$ cat config.mk
export PLATFORM = sky130hd
export DESIGN_NAME = load_store_unit
export DESIGN_NICKNAME = d
export VERILOG_FILES = /design/src/rtl/load_store_unit.sv
export SDC_FILE = /design/constraint.sdc
export NUM_CORES = 1
export LEC_CHECK = 0
export ABC_AREA = 0
export ABC_CLOCK_PERIOD_IN_PS = 1600
export BUFFER_PORTS_ARGS = -buffer_cell sky130_fd_sc_hd__buf_2
export CORE_MARGIN = 2
export CORE_UTILIZATION = 36
export DETAILED_ROUTE_END_ITERATION = 8
export PLACE_DENSITY = 0.7
export RECOVER_POWER = 25
export SLEW_MARGIN = 20
export SYNTH_ARGS = -nofsm -noshare
export SYNTH_HDL_FRONTEND = slang
export SYNTH_SLANG_ARGS = --single-unit
$ cat constraint.sdc
create_clock -name clk -period 1.6 [get_ports clk]
set_input_delay 0.24 -clock clk [delete_from_list [all_inputs] [get_ports clk]]
set_output_delay 0.24 -clock clk [all_outputs]
set_load 0.01 [all_outputs]
$ cat src/rtl/load_store_unit.sv
// ---------------------------------------------------------------------------
// load_store_unit
//   Initiator side of the word-wide data-memory interface. Takes one
//   load/store request at a time, performs byte/halfword loads by lane
//   extraction with sign/zero extension, performs sub-word stores by
//   read-modify-write, and reports misaligned or illegal-size requests
//   without touching memory. Exactly one response pulse per request.
//
// Ports
//   clk, rst_n       clock (posedge) / asynchronous active-low reset
//   req_valid        request present
//   req_ready        unit idle, request accepted on valid & ready
//   req_write        1 = store, 0 = load
//   req_size         00 byte, 01 halfword, 10 word, 11 illegal
//   req_unsigned     loads: 1 = zero-extend, 0 = sign-extend
//   req_addr         byte address
//   req_wdata        store data, right-justified
//   resp_valid       one-cycle response pulse
//   resp_rdata       extended load data (0 for stores and errors)
//   resp_err         misaligned / illegal size, qualified by resp_valid
//   mem_address      word-aligned byte address to memory
//   mem_write_data   full word written on the negedge of a STORE cycle
//   mem_read         memory read enable
//   mem_write        memory write enable
//   mem_read_data    combinational memory read data
// ---------------------------------------------------------------------------
module load_store_unit #(
  parameter int DATA_W = 32,
  parameter int ADDR_W = 32
) (
  input  logic              clk,
  input  logic              rst_n,
  input  logic              req_valid,
  output logic              req_ready,
  input  logic              req_write,
  input  logic [1:0]        req_size,
  input  logic              req_unsigned,
  input  logic [ADDR_W-1:0] req_addr,
  input  logic [DATA_W-1:0] req_wdata,
  output logic              resp_valid,
  output logic [DATA_W-1:0] resp_rdata,
  output logic              resp_err,
  output logic [ADDR_W-1:0] mem_address,
  output logic [DATA_W-1:0] mem_write_data,
  output logic              mem_read,
  output logic              mem_write,
  input  logic [DATA_W-1:0] mem_read_data
);

  localparam logic [2:0] S_IDLE   = 3'd0;
  localparam logic [2:0] S_LOAD   = 3'd1;
  localparam logic [2:0] S_RMW_RD = 3'd2;
  localparam logic [2:0] S_STORE  = 3'd3;
  localparam logic [2:0] S_RESP   = 3'd4;

  localparam logic [1:0] SZ_BYTE = 2'b00;
  localparam logic [1:0] SZ_HALF = 2'b01;
  localparam logic [1:0] SZ_WORD = 2'b10;

  logic [2:0]        state;
  logic [ADDR_W-1:0] addr_r;
  logic [1:0]        size_r;
  logic              unsigned_r;
  logic              err_r;
  logic [DATA_W-1:0] word_r;      // store data, becomes the merged word after RMW_RD
  logic [DATA_W-1:0] rdata_r;

  function automatic logic is_bad(input logic [1:0] size, input logic [1:0] lo);
    case (size)
      SZ_BYTE: is_bad = 1'b0;
      SZ_HALF: is_bad = lo[0];
      SZ_WORD: is_bad = (lo != 2'b00);
      default: is_bad = 1'b1;
    endcase
  endfunction

  // Pick the addressed lane out of a memory word and extend it to DATA_W.
  // For aligned halfwords lo[0] is 0, so the same shift selects lane addr[1].
  function automatic logic [DATA_W-1:0] extend_lane(input logic [DATA_W-1:0] word,
                                                    input logic [1:0]        lo,
                                                    input logic [1:0]        size,
                                                    input logic              uns);
    logic [DATA_W-1:0]        shifted;
    logic signed [7:0]        lane_b;
    logic signed [15:0]       lane_h;
    logic signed [DATA_W-1:0] ext;
    shifted = word >> {lo, 3'b000};
    lane_b  = shifted[7:0];
    lane_h  = shifted[15:0];
    case (size)
      SZ_BYTE: begin
        if (uns) ext = $signed({{(DATA_W-8){1'b0}}, lane_b});
        else     ext = lane_b;
      end
      SZ_HALF: begin
        if (uns) ext = $signed({{(DATA_W-16){1'b0}}, lane_h});
        else     ext = lane_h;
      end
      default: ext = $signed(word);
    endcase
    extend_lane = ext;
  endfunction

  // Insert the low byte/halfword of the store data into the addressed lane,
  // keeping the remaining lanes of the word just read.
  function automatic logic [DATA_W-1:0] merge_lane(input logic [DATA_W-1:0] old,
                                                   input logic [DATA_W-1:0] wdata,
                                                   input logic [1:0]        lo,
                                                   input logic [1:0]        size);
    logic [DATA_W-1:0] mask;
    logic [DATA_W-1:0] ins;
    if (size == SZ_HALF) begin
      mask = {{(DATA_W-16){1'b0}}, 16'hFFFF};
    end else begin
      mask = {{(DATA_W-8){1'b0}}, 8'hFF};
    end
    ins        = (wdata & mask) << {lo, 3'b000};
    mask       = mask << {lo, 3'b000};
    merge_lane = (old & ~mask) | ins;
  endfunction

  // ---- request accept / memory access / response sequencing ----
  always_ff @(posedge clk or negedge rst_n) begin
    if (!rst_n) begin
      state      <= S_IDLE;
      addr_r     <= '0;
      size_r     <= '0;
      unsigned_r <= 1'b0;
      err_r      <= 1'b0;
      word_r     <= '0;
      rdata_r    <= '0;
    end else begin
      case (state)
        S_IDLE: begin
          if (req_valid) begin
            addr_r     <= req_addr;
            size_r     <= req_size;
            unsigned_r <= req_unsigned;
            word_r     <= req_wdata;
            err_r      <= is_bad(req_size, req_addr[1:0]);
            if (is_bad(req_size, req_addr[1:0])) begin
              // Response data changes only on entry to RESP.
              rdata_r <= '0;
              state   <= S_RESP;
            end else if (!req_write) begin
              state <= S_LOAD;
            end else if (req_size == SZ_WORD) begin
              state <= S_STORE;
            end else begin
              state <= S_RMW_RD;
            end
          end
        end
        S_LOAD: begin
          rdata_r <= extend_lane(mem_read_data, addr_r[1:0], size_r, unsigned_r);
          state   <= S_RESP;
        end
        S_RMW_RD: begin
          word_r <= merge_lane(mem_read_data, word_r, addr_r[1:0], size_r);
          state  <= S_STORE;
        end
        S_STORE: begin
          rdata_r <= '0;
          state   <= S_RESP;
        end
        S_RESP: begin
          state <= S_IDLE;
        end
        default: begin
          state <= S_IDLE;
        end
      endcase
    end
  end

  // ---- outputs decoded from registered state only ----
  assign req_ready      = (state == S_IDLE);
  assign resp_valid     = (state == S_RESP);
  assign resp_err       = (state == S_RESP) && err_r;
  assign resp_rdata     = rdata_r;
  assign mem_read       = (state == S_LOAD) || (state == S_RMW_RD);
  assign mem_write      = (state == S_STORE);
  assign mem_address    = {addr_r[ADDR_W-1:2], 2'b00};
  assign mem_write_data = word_r;

endmodule

== Word level (Yosys, flattened, before mapping) ==
Index checks and enable logic that the tools add are counted.

* Add/subtract/negate cells: 0
* $mul: 0
* Div/mod/pow operators: 0
* $lt $le $gt $ge: 0
* Equal/unequal tests: 9
* Shift operators: 3
* Mux-type cells: 18
* Bitwise operators: 4
* Reduce and logical (&&, ||, !) cells: 12

{| class="wikitable"
|+ Operators with widths
! kind !! count
|-
| 32-bit 2-to-1 mux || 6
|-
| 32-bit one-hot mux with 2 select lines || 2
|-
| 32-bit one-hot mux with 3 select lines || 1
|-
| 32-bit bitwise AND || 2
|-
| 32-bit by 5-bit left shift with 32-bit output || 2
|-
| 32-bit inverter || 1
|-
| 32-bit bitwise OR || 1
|-
| 32-bit by 5-bit >> shifter with 16-bit output || 1
|-
| 16-bit 2-to-1 mux || 1
|-
| 3-bit one-hot mux with 3 select lines || 1
|-
| 3-bit by 2-bit equality test with 1-bit output (second input constant) || 2
|-
| 3-bit 2-to-1 mux || 2
|-
| 2-bit by 1-bit equality test with 1-bit output (second input constant) || 2
|-
| 2-bit zero test || 2
|-
| 2-bit AND reduction || 2
|-
| 2-bit nonzero test || 2
|-
| 3-bit by 1-bit equality test with 1-bit output (second input constant) || 1
|-
| 3-bit equality test (second input constant) || 1
|-
| 3-bit zero test || 1
|-
| 1-bit 2-to-1 mux || 3
|-
| 1-bit one-hot mux with 3 select lines || 1
|-
| 3-bit AND reduction || 1
|-
| 3-bit nonzero test || 1
|-
| 2-bit equality test (second input constant) || 1
|-
| other kinds (6) || 6
|}

* Register bits after elaboration: 103
* Latch bits: 0
* RAM bits: 0
* Memory bits (read-only): 0
* Bits of input ports: 103
* Output and inout bits: 101
* Logic and storage cells: 53
* Memories kept: 0

== Longest topological paths before layout ==
* Depth after elaboration: 8
* Mapped depth: 7
* Gate-level depth less buffers: 4

== Least setup slack after synthesis ==
Ideal clock, no wire load.

* Path kind: flip-flop to flip-flop
* Start: reg state[2]
* End: reg word_r[10], in the netlist mem_write_data[10]
* Setup time: 0.137 ns
* Arrival: 1.601 ns
* Required time: 1.463 ns
* Slack: -0.138 ns
* Cell stages (with the launch flop): 8
* Buffers on the path: 3
* Period minus slack after synthesis: 1.738 ns
* Cell sequence: dfrtp_1 > buf_2 > or4b_1 > buf_2 > buf_4 > nand2_1 > and3_1 > a21oi_1

* Longest elaborated chain between the ends: 3
* Elaborated cells on any way between the ends: 6
* Those cells by class: eq/ne (2); mux (1); reduce/logical (3)

{| class="wikitable"
|+ RTL lines
! element !! line !! RTL
|-
| from (decl) || 60 || <nowiki>logic [2:0] state;</nowiki>
|-
| from (signal assigned) || 125 || <nowiki>state <= S_IDLE;</nowiki>
|-
| from (signal assigned) || 144 || <nowiki>state <= S_RESP;</nowiki>
|-
| from (signal assigned) || 146 || <nowiki>state <= S_LOAD;</nowiki>
|-
| 3-bit by 2-bit equality test with 1-bit output / 3-bit zero test (equally long branches) || 133 || <nowiki>case (state)</nowiki>
|-
| 2-bit nonzero test (no source line) / 2-bit inequality test (equally long branches) || n/a ||
|-
| 2-bit AND reduction (no source line) || n/a ||
|-
| to (signal assigned) || 139 || <nowiki>word_r <= req_wdata;</nowiki>
|-
| to (signal assigned) || 159 || <nowiki>word_r <= merge_lane(mem_read_data, word_r, addr_r[1:0], size_r);</nowiki>
|-
| to (decl) || 65 || <nowiki>logic [DATA_W-1:0] word_r;</nowiki>
|}

Several ways; a longest one is shown, not always the timed one.
A chain may end at the register's enable or synchronous reset.

== Final worst setup path ==
* Start: reg state[1]
* End: out mem_read

* Longest elaborated chain between the ends: 2
* Elaborated cells on any way between the ends: 3
* Those cells by class: eq/ne (2); reduce/logical (1)

{| class="wikitable"
|+ RTL lines
! element !! line !! RTL
|-
| 3-bit by 1-bit equality test with 1-bit output / 3-bit by 2-bit equality test with 1-bit output (equally long branches) || 181 || <nowiki>assign mem_read = (state == S_LOAD) || (state == S_RMW_RD);</nowiki>
|-
| 1-bit logical OR (*) || 181 ||
|-
| to (decl) || 45 || <nowiki>output logic mem_read,</nowiki>
|}

Mark *: on every way between the ends. The rest lies on a longest branch, timed or not.

==> reports/qor.yml <==
run_status:
  outcome: "finished, violations left"
  violations: "negative setup slack"
global_routing:
  overflow: 0
  grt_antenna_before_repair: 1
  grt_pass1_wl_um: 27300
  grt.total_usage: 0.218
  grt_max_degree: 38
  grt_pass1_vias: 4911
synthesis:
  yosysWarnings: 0
  ys_seq_elements: 103
  syn_area_mm2: 0.00543
  yosysTopAreaCell: "dfrtp_1"
  synth_edf_count: 0
  synthDistinctLibCells: 51
  synth_area_leaders: "dfrtp_1 47%, nand2_1 11%, buf_4 4.7%"
  syn_avg_cell_area_um2: 9.35
  synthFlopType: "dfrtp_1"
  async_reset_ff_frac: 1.00
  yosys.area.top_type_share: 0.475
  synth_cells: 581
  yosysSeqAreaShare: 0.475
job:
  maxCapViolations: 0
layout:
  fill_cells: 1337
  drive_above_1_share: 0.471
  multiInputGateArea_mm2: 0.00271
  syn_to_final_growth_pct: 41.9
  design_area_mm2: 0.00771
  nets: 889
  register_area_mm2: 0.00258
  diodes: 0
clock_tree:
  cts_root_buffer: "clkbuf_16"
  cts_max_path_buffers: 2
  clk_pin_slew_ns: 0.07
  htree_levels: 3
  cts_tree: "yes"
  clock_sinks: 103
  cts_made_buffers: 9
  clock_latency_ns: 0.35
floorplanning:
  num_rows: 44
  io-pin-count: 204
  die_width_um: 127
  fp.dieH_um: 127
  die-area_mm2: 0.0161
  start_util: 0.371
  core_mm2: 0.0146
power_and_ir_drop:
  power_density_mw_per_mm2: 2160
  finalPower_mw: 16.6
  peakVddDrop_uv: 1060
  p_leak_nw: 3.94
routing:
  drc: 0
  routedWlPerCell_um: 18.7
  drt_wl_total_um: 18200
  num_vias: 5149
  postRouteAntennaNets: 0
  first_iter_violations: 250
  dr.pass1.iters: 4
  vias_per_cell: 5.29
placed_design:
  hpwl_um: 13000
  placed_cell_area_mm2: 0.00668
  place_congestion: 0.876
  io_buffers: 201
timing:
  setup_viol: 64
  tns_ns: -3.98
  hold_slack_ns: 0.0834
  finClkSkew_ns: 0.00798
  fmax_mhz: 566
  maxSlewViolCount: 0
  slew_headroom: 0.323
  worstMarginPinSlew_ns: 1.02
  period_share: 1.11
  finalHoldViolCount: 0
  min_period_ns: 1.77
  fin_ws_ns: -0.168
  rsz0062_at_grt: "yes"
setup_path:
  startpoint_type: "flip-flop"
  worstPathRequired_ns: 1.36
  cp_slowest_stage_delay_ns: 0.39
  crit_path_end_kind: "primary output"
  arrival_ns: 1.53
  path_cells: "buf_6, nor3b_4, buf_6, or2_4, buf_6"
  cp_slowest_cell: "dfrtp_1"
  crit_path_max_fanout: 6
  crit_top_cell: "buf_6"
  critical_path_class: "flip-flop to primary output"
min_path:
  hold_path_class: "primary input to flip-flop"
## final timing paths
path	startpoint	to	slack, ns	depth (start not counted)
max in group asynchronous	rst_n	mem_write_data[11]	0.15	3
max reg2reg	state[0]	mem_write_data[11]	-0.10	8
min in group asynchronous	rst_n	addr_r[26]	0.60	2
min	req_addr[28]	addr_r[28]	0.08	3
min reg2reg	addr_r[24]	addr_r[24]	0.46	2
max	state[1]	mem_read	-0.17	5
## layout by cell type, fill, tap and decap left out, types with 2 or more instances in the layout
| cell type | instances |
|---|---|
| mux2i_1 | 23 |
| o21ai_1 | 13 |
| a21oi_1 | 16 |
| a22oi_1 | 13 |
| a31oi_1 | 4 |
| o21a_1 | 2 |
| buf_12 | 16 |
| buf_6 | 16 |
| nand2b_1 | 8 |
| clkbuf_16 | 12 |
| nor2_1 | 22 |
| buf_8 | 2 |
| dfrtp_1 | 102 |
| mux2i_2 | 3 |
| nand2_4 | 12 |
| bufinv_16 | 3 |
| a221o_1 | 24 |
| nand2_2 | 13 |
| nor3b_4 | 3 |
| and2_1 | 2 |
| o22ai_1 | 8 |
| nor2b_2 | 2 |
| nor3_1 | 3 |
| conb_1 | 2 |
| o21ai_0 | 18 |
| mux2_2 | 9 |
| nand2_1 | 134 |
| and3_4 | 16 |
| nor2_2 | 2 |
| a21oi_2 | 16 |
| clkinvlp_4 | 2 |
| a22o_1 | 8 |
| buf_4 | 29 |
| buf_2 | 198 |
| inv_1 | 5 |
## area by class of cell
class	count	share of cell area
multi-input cells	401	0.352
flip-flops and latches	103	0.335
repair buffers	266	0.237
well taps	184	0.0299
clock buffers	9	0.0292
clock inverters	6	0.0143
inverters	5	0.00244
## through the flow
stage	util	setup slack, ns	cells
2_1_floorplan	-	-0.0600	582
3_3_place_gp	0.456	-0.144	939
3_5_place_dp	0.456	-0.156	939
4_1_cts	0.498	-0.171	968
5_1_grt	0.526	-0.200	974
6_report	0.526	-0.168	974
## cells by family after synthesis
group	count (synthesis)	synth area share
flops	103	0.475
mux	36	0.0714
compound gates	134	0.174
other cells	1	0.000691
simple gates	229	0.190
buf+inv	78	0.0899
## repair_timing
action	4_1_cts	5_1_grt
hold endpoints to repair	34	0
pin swaps	5	47
gates resized for setup	27	96
setup buffers	11	4
gates cloned	2	4
endpoints found under the setup margin	95	103
hold buffers	1	0
## worst max-delay path: cells and delay by family (launching register included)
family        cells  cell delay (ns)
buf+inv           3             0.38
flops             1             0.39
simple gates      2             0.41
## power breakdown
part / leakage [nW] / switching (mW) / internal [mW]
clock network: 0.158 / 0.990 / 1.52
registers: 1.29 / 0.805 / 3.76
logic: 2.49 / 4.89 / 4.67
## layer usage
metal	GRT usage	vias to the layer above	wire length, µm	part of all wire
met5	0	-	0	0
met4	0.0795	0	435	0.024
met3	0.0388	29	1430	0.078
met2	0.353	246	8560	0.47
met1	0.294	2471	7810	0.43
li1	-	2403	-	-
## sequential cells by signal, summed over array words and instances, names as in the netlist
signal,cells
mem_write_data,32
size_r,2
addr_r,32
err_r,1
state,3
unsigned_r,1
resp_rdata,32
## cells in the mapped netlist, drive strengths merged, types with 2 or more instances
cell type  number
mux2            9
and2            3
inv             5
mux2i          27
a21oi          32
buf            58
nor2           24
nor3            5
a31oi           4
o21ai          32
o22ai           8
a22o            8
nand2         159
dfrtp         103
o21a            2
clkbuf         15
nor3b           3
and3           16
a221o          24
nor2b           3
a22oi          14
nand2b          8
Power figures use the tool's default switching activity.
